$ cat src/rtl/regfile_mp.sv
// Multi-port architectural register file with write-to-read bypass
// and a valid/ready sequential dump port.
module regfile_mp #(
    parameter int DATA_W   = 32,
    parameter int NUM_REGS = 32,
    parameter int ADDR_W   = 5,
    parameter int NUM_RD   = 2,
    parameter int R0_ZERO  = 1
) (
    input  logic                     clk,
    input  logic                     rst_n,
    input  logic [NUM_RD*ADDR_W-1:0] rd_addr,
    output logic [NUM_RD*DATA_W-1:0] rd_data,
    input  logic                     wr_en0,
    input  logic [ADDR_W-1:0]        wr_addr0,
    input  logic [DATA_W-1:0]        wr_data0,
    input  logic                     wr_en1,
    input  logic [ADDR_W-1:0]        wr_addr1,
    input  logic [DATA_W-1:0]        wr_data1,
    input  logic                     dump_start,
    output logic                     dump_busy,
    output logic                     dump_valid,
    input  logic                     dump_ready,
    output logic [ADDR_W-1:0]        dump_addr,
    output logic [DATA_W-1:0]        dump_data,
    output logic                     dump_done
);

    typedef enum logic [1:0] {
        IDLE,
        DUMP,
        DONE
    } state_t;

    state_t              state;
    state_t              state_nx;
    logic [ADDR_W-1:0]   idx;
    logic [ADDR_W-1:0]   idx_nx;
    logic [DATA_W-1:0]   regs [NUM_REGS];
    logic                wr_ok0;
    logic                wr_ok1;
    logic                r0_hard;
    logic [ADDR_W-1:0]   ra;

    assign r0_hard = (R0_ZERO != 0);

    // Writes to a hardwired r0 are dropped, so they must not bypass either.
    assign wr_ok0 = wr_en0 && !(r0_hard && wr_addr0 == '0);
    assign wr_ok1 = wr_en1 && !(r0_hard && wr_addr1 == '0);

    always_ff @(posedge clk or negedge rst_n) begin
        if (!rst_n) begin
            for (int i = 0; i < NUM_REGS; i++) begin
                regs[i] <= '0;
            end
        end else begin
            for (int i = 0; i < NUM_REGS; i++) begin
                if (wr_ok1 && wr_addr1 == ADDR_W'(i)) begin
                    regs[i] <= wr_data1;
                end else if (wr_ok0 && wr_addr0 == ADDR_W'(i)) begin
                    regs[i] <= wr_data0;
                end
            end
        end
    end

    always_comb begin
        rd_data = '0;
        ra      = '0;
        for (int k = 0; k < NUM_RD; k++) begin
            ra = rd_addr[k*ADDR_W +: ADDR_W];
            if (r0_hard && ra == '0) begin
                rd_data[k*DATA_W +: DATA_W] = '0;
            end else if (wr_ok1 && wr_addr1 == ra) begin
                rd_data[k*DATA_W +: DATA_W] = wr_data1;
            end else if (wr_ok0 && wr_addr0 == ra) begin
                rd_data[k*DATA_W +: DATA_W] = wr_data0;
            end else begin
                rd_data[k*DATA_W +: DATA_W] = regs[ra];
            end
        end
    end

    always_ff @(posedge clk or negedge rst_n) begin
        if (!rst_n) begin
            state <= IDLE;
            idx   <= '0;
        end else begin
            state <= state_nx;
            idx   <= idx_nx;
        end
    end

    always_comb begin
        state_nx   = state;
        idx_nx     = idx;
        dump_busy  = 1'b0;
        dump_valid = 1'b0;
        dump_done  = 1'b0;
        dump_addr  = '0;
        dump_data  = '0;
        unique case (state)
            IDLE: begin
                if (dump_start) begin
                    state_nx = DUMP;
                    idx_nx   = '0;
                end
            end
            DUMP: begin
                dump_busy  = 1'b1;
                dump_valid = 1'b1;
                dump_addr  = idx;
                // Stored value only: the dump never sees same-cycle bypass.
                if (!(r0_hard && idx == '0)) begin
                    dump_data = regs[idx];
                end
                if (dump_ready) begin
                    if (idx == ADDR_W'(NUM_REGS - 1)) begin
                        state_nx = DONE;
                    end else begin
                        idx_nx = idx + 1'b1;
                    end
                end
            end
            DONE: begin
                dump_busy = 1'b1;
                dump_done = 1'b1;
                state_nx  = IDLE;
            end
            default: begin
                state_nx = IDLE;
            end
        endcase
    end

endmodule

$ cat config.mk
export PLATFORM = sky130hd
export DESIGN_NAME = regfile_mp
export DESIGN_NICKNAME = d
export VERILOG_FILES = /design/src/rtl/regfile_mp.sv
export SDC_FILE = /design/constraint.sdc
export NUM_CORES = 2
export LEC_CHECK = 0
export CORE_MARGIN = 3
export CORE_UTILIZATION = 50
export CTS_BUF_LIST = sky130_fd_sc_hd__clkbuf_2 sky130_fd_sc_hd__clkbuf_4 sky130_fd_sc_hd__clkbuf_8
export CTS_CLUSTER_DIAMETER = 100
export DETAILED_ROUTE_END_ITERATION = 10
export PLACE_DENSITY = 0.64
export SYNTH_ARGS = -nofsm -noshare
export SYNTH_HDL_FRONTEND = slang
export SYNTH_SLANG_ARGS = --single-unit
$ cat constraint.sdc
create_clock -name clk -period 4.7 [get_ports clk]
set_input_delay 1.175 -clock clk [delete_from_list [all_inputs] [get_ports clk]]
set_output_delay 1.175 -clock clk [all_outputs]
set_load 0.02 [all_outputs]
Yosys cells after proc, flatten, opt, wreduce, memory -nomap -nowiden
Index checks and enable logic that the tools add are counted.
{"block": "op_classes", "addsub": 1, "n_lt_le_gt_ge": 3, "n_eq_ne": 73, "muxes": 93, "bitwise": 3, "n_reduce_logical": 114}
{"cell": "$mux 32", "n": 78}
{"cell": "$bmux 32 s5", "n": 3}
{"cell": "$eq 5x5->1 const B", "n": 33}
{"cell": "$eq 5x4->1 const B", "n": 16}
{"cell": "$logic_and 1x1->1", "n": 70}
{"cell": "$reduce_bool 2->1", "n": 33}
{"cell": "$eq 5x3->1 const B", "n": 8}
{"cell": "$logic_not 5->1", "n": 5}
{"cell": "$eq 5x2->1 const B", "n": 4}
{"cell": "$eq 5x5->1", "n": 4}
{"cell": "$mux 5", "n": 4}
{"cell": "$ge 6x6->1 const B", "n": 3}
{"cell": "$not 5->6", "n": 3}
{"cell": "$eq 5x1->1 const B", "n": 2}
{"cell": "$pmux 5 s2", "n": 1}
{"cell": "$ne 2x2->1 const B", "n": 4}
{"cell": "$mux 2", "n": 3}
{"cell": "$add 5x1->5 const B", "n": 1}
{"cell": "$pmux 2 s2", "n": 1}
{"cell": "$reduce_and 4->1", "n": 1}
{"cell": "$mux 1", "n": 3}
{"cell": "$reduce_and 3->1", "n": 1}
{"cell": "$eq 2x1->1 const B", "n": 1}
{"cell": "$eq 2x2->1 const B", "n": 1}
{"cell": "3 further kinds", "n": 4}
{"block": "word_totals", "regBits": 1031, "input_bits": 90, "output_inout_bits": 104, "elab_cells": 321}

Depth between registers and ports, before layout
{"block": "logic_depth", "word_depth": 7, "ltp_mapped": 9, "depth_no_buf": 7}

Least setup slack after synthesis
OpenSTA, ideal clock, no wires.
{"block": "synth_timing", "path_kind": "input to output", "startpoint": "in wr_addr0[0]", "endpoint": "out rd_data[30]", "arrival_time_ps": 2895, "required_ps": 3525, "setup_slack_ps": 630, "stages": 7, "n_path_buf": 2, "cell_sequence": "buf_4 -> or3_4 -> o31ai_4 -> nor4_1 -> or3b_1 -> buf_2 -> o221ai_1"}
{"block": "synth_between", "elab_chain_cells": 7, "elab_cells_between_ends": 8, "classes_between": "eq/ne (1); mux (3); reduce/logical (4)"}
{"element": "start, declared", "line": "15", "rtl": "input logic [ADDR_W-1:0] wr_addr0,"}
{"element": "$logic_not 5->1", "line": "48", "rtl": "assign wr_ok0 = wr_en0 && !(r0_hard && wr_addr0 == '0);"}
{"element": "$logic_not 1->1", "line": "48"}
{"element": "$logic_and 1x1->1", "line": "48"}
{"element": "$logic_and 1x1->1 *", "line": "76", "rtl": "end else if (wr_ok0 && wr_addr0 == ra) begin"}
{"element": "$mux 32 *", "line": "76"}
{"element": "$mux 32 *", "line": "74", "rtl": "end else if (wr_ok1 && wr_addr1 == ra) begin"}
{"element": "$mux 32 *", "line": "72", "rtl": "if (r0_hard && ra == '0) begin"}
{"element": "end, declared", "line": "13", "rtl": "output logic [NUM_RD*DATA_W-1:0] rd_data,"}
Every way passes the cells marked *; elsewhere a longest branch is shown, timed or not.

Final worst setup path
{"block": "layout_timing", "startpoint": "reg idx[0]", "endpoint": "out dump_data[20]"}
{"block": "layout_between", "elab_chain_cells": 6, "elab_cells_between_ends": 7, "classes_between": "mux (5); bitwise (1); reduce/logical (1)"}
{"element": "start, declared", "line": "37", "rtl": "logic [ADDR_W-1:0] idx;"}
{"element": "start signal, assigned", "line": "90", "rtl": "idx <= idx_nx;"}
{"element": "$not 5->6 (implied by the code)", "line": "115", "rtl": "dump_data = regs[idx];"}
{"element": "$bmux 32 s5", "line": "115"}
{"element": "$mux 32 (implied by the code) (2 in series)", "line": "115"}
{"element": "$mux 32 *", "line": "114", "rtl": "if (!(r0_hard && idx == '0)) begin"}
{"element": "$mux 32 *", "line": "102", "rtl": "unique case (state)"}
{"element": "end, declared", "line": "25", "rtl": "output logic [DATA_W-1:0] dump_data,"}
Every way passes the cells marked *; elsewhere a longest branch is shown, timed or not. The select of a mux whose other input is x is not followed.

==> impl_metrics.env <==
export IMPL_timing_critical_path_cells="buf_16, buf_12, buf_16, buf_6, mux4_2, mux4_2, nand2_1, o21ai_2, buf_6, buf_6"
export IMPL_cts_buffers=187
export IMPL_period_needed_ns=4.79
export IMPL_synth_cell_area_sq_um=73800
export IMPL_initial_core_util=0.505
export IMPL_layout_cells_non_filler=9477
export IMPL_use_met1=0.553
export IMPL_async_flop_share=1.00
export IMPL_finalNetCount=7496
export IMPL_avgViaCountPerCell=7.22
export IMPL_fillers=12100
export IMPL_die_area_sq_um=152000
export IMPL_met2_usage=0.599
export IMPL_wl_per_cell_microns=35.5
export IMPL_placedCellCount=9044
export IMPL_path_delay_family="multiplexers"
export IMPL_synth_cell_type_count=52
export IMPL_synth_nets=7335
export IMPL_ant_nets=0
export IMPL_die_w_microns=390
export IMPL_endpoint_kind="output port"
export IMPL_clock_fmax_mhz=209
export IMPL_switchingPower_w=0.0141
export IMPL_seq_area_frac_synth=0.349
export IMPL_arrival_ns=3.61
export IMPL_cts_sinks=1031
export IMPL_clockBufferDepth=3
export IMPL_num_rows=140
export IMPL_vdd_ir_drop_max_mv=0.263
export IMPL_core_sq_um=146000
export IMPL_wl_microns=336000
export IMPL_cts_tree="done"
export IMPL_worst_slew_pin_transition_ns=1.19
export IMPL_holdCritPathClass="primary input to asynchronous set/reset pin"
export IMPL_detailed_place_area_sq_um=81400
export IMPL_crit_type="register to output port"
export IMPL_outcome="finished with violations"
export IMPL_violations="setup timing"
export IMPL_rsz0062_at_grt="yes"
export IMPL_cp_start_kind="register"
export IMPL_worst_slack_ns=-0.0890
export IMPL_antenna_found_initial=13
export IMPL_multi_input_comb_area_sq_um=44700
export IMPL_drc=0
export IMPL_hold_buffers=0
export IMPL_synth_seq_cells=1031
export IMPL_synth_warnings=0
export IMPL_syn_inst=7237
export IMPL_crit_required_ns=3.52
export IMPL_synth_edf_count=0
export IMPL_drv_cap=0
export IMPL_first_global_vias=66200
export IMPL_crit_path_top_delay_cell="mux4_2"
export IMPL_grt_pass1_wl_microns=476000
export IMPL_dpl_hpwl_microns=215000
export IMPL_post_route_period_util=1.02
export IMPL_avgSynthCellArea_sq_um=10.2
export IMPL_htree_levels=4
export IMPL_clkPwrFrac=0.249
export IMPL_stdcell_area_sq_um=87300
export IMPL_hold_viol=0
export IMPL_internal_power_w=0.0247
export IMPL_gp_congestion=0.998
export IMPL_clockRootBuffer="clkbuf_8"
export IMPL_finalMaxSlewViolations=0
export IMPL_portBuffers=193
export IMPL_fin_setup_tns_ns=-0.554
export IMPL_switching_share=0.364
export IMPL_crit_top_cell="buf_6"
export IMPL_vias=68400
export IMPL_syn_to_final_growth_pct=18.2
export IMPL_layout_common_cells="mux2i_1 (1172), dfrtp_1 (1027), a21oi_1 (997)"
export IMPL_initialDrtViolationCount=10900
export IMPL_regArea_sq_um=25800
export IMPL_setup_viol=26
export IMPL_grt_usage=0.434
export IMPL_critPathMaxStageDelay_ns=0.54
export IMPL_clkLatencyLatePin_ns=0.97
export IMPL_grt_ovfl_total=0
export IMPL_dieHeight_microns=390
export IMPL_final_core_util=0.597
export IMPL_critPathMaxFanout=5
export IMPL_pwr_share_comb=0.393
export IMPL_top_usage_layer="met2"
export IMPL_ys_flop_type="dfrtp_1"
export IMPL_crit_buf_inv=6
export IMPL_relSlewSlack=0.202
export IMPL_mostFrequentLayoutCell="mux2i_1"
export IMPL_seqPwrFrac=0.358
export IMPL_use_met3=0.174
export IMPL_fin_skew_ns=0.00531
export IMPL_num_io_pins=194
export IMPL_clk_pin_slew_ns=0.07
export IMPL_grt_max_degree=92
export IMPL_leakage_nw=35.6
export IMPL_place_ws_ns=-0.589
export IMPL_dr_pass1_iters=8
export IMPL_power_density_nw_per_um2=445
export IMPL_layout_drive_gt1_share=0.272
## worst paths after layout
kind / start / to / slack [ns] / depth (start not counted)
worst max-delay path: idx[0] / dump_data[20] / -0.09 / 10
worst min-delay path: rst_n / regs[182] / 0.31 / 1
worst max register to register: idx[1] / idx[3] / 1.90 / 10
worst min register to register: regs[1015] / regs[1015] / 0.42 / 0
max in group asynchronous: rst_n / regs[907] / 3.13 / 2
min in group clk: regs[1015] / regs[1015] / 0.42 / 0
## cells in the mapped netlist (48+ instances only)
| library cell | number | area [sq um] |
|---|---|---|
| mux4_2 | 630 | 14200 |
| o221ai_2 | 60 | 901 |
| clkbuf_1 | 575 | 2160 |
| buf_1 | 48 | 180 |
| o21ai_0 | 350 | 1750 |
| nor3_1 | 68 | 340 |
| a22o_1 | 64 | 561 |
| nor2_1 | 894 | 3360 |
| a21oi_1 | 997 | 4990 |
| dfrtp_1 | 1031 | 25800 |
| buf_2 | 233 | 1170 |
| nand2_1 | 475 | 1780 |
| mux2_2 | 62 | 698 |
| o22ai_1 | 67 | 419 |
| a221oi_1 | 62 | 543 |
| mux2i_1 | 1172 | 11700 |
| o221ai_1 | 66 | 578 |
| a311oi_1 | 62 | 543 |
## metrics by stage
stage	power, W	hold slack [ns]
after floorplan	0.0225	0.458
after global placement	0.0267	0.394
after detailed placement	0.0272	0.402
after CTS	0.0382	0.299
after global routing	0.0402	0.314
final	0.0388	0.307
## state kept, by name (all words and copies together) (netlist names)
name	cells
regs	1024
state	2
idx	5
## timing repair
item	in CTS	in global routing
pin swaps	13	13
setup buffers	60	13
endpoints found under the setup margin	96	82
gates cloned	17	0
gates resized for setup	391	78
## cell families after synthesis
family	Yosys count	synth area share
multiplexers	1864	0.360
AO/OA/AOI/OAI	1788	0.145
AND/OR/NAND/NOR	1534	0.0832
flip-flops	1031	0.349
buffers and inverters	990	0.0584
XOR/XNOR	22	0.00261
adder cells (fa/ha/maj)	8	0.00136
## layer usage
| metal | part of all wire | vias up |
|---|---|---|
| met4 | 0.085 | 4 |
| met5 | 0.00039 | - |
| met1 | 0.35 | 33800 |
| li1 | - | 27200 |
| met2 | 0.41 | 5846 |
| met3 | 0.15 | 1530 |
## area by class of cell
class | instances | share of cell area
Antenna cell | 8 | 0.000229
Clock buffer | 291 | 0.0417
Clock inverter | 52 | 0.00569
Inverter | 70 | 0.00301
Multi-Input combinational cell | 5216 | 0.512
Sequential cell | 1031 | 0.296
Tap cell | 1917 | 0.0275
Timing Repair Buffer | 892 | 0.114
## power groups by stage
stage                     logic, W  clock network [W]  registers (W)
after floorplan            0.00959                  0         0.0129
after global placement      0.0131                  0         0.0136
after detailed placement    0.0134                  0         0.0138
after CTS                   0.0149            0.00968         0.0137
after global routing        0.0160             0.0101         0.0141
final                       0.0152            0.00967         0.0139
Note: power is estimated with default switching activity, not from simulation.
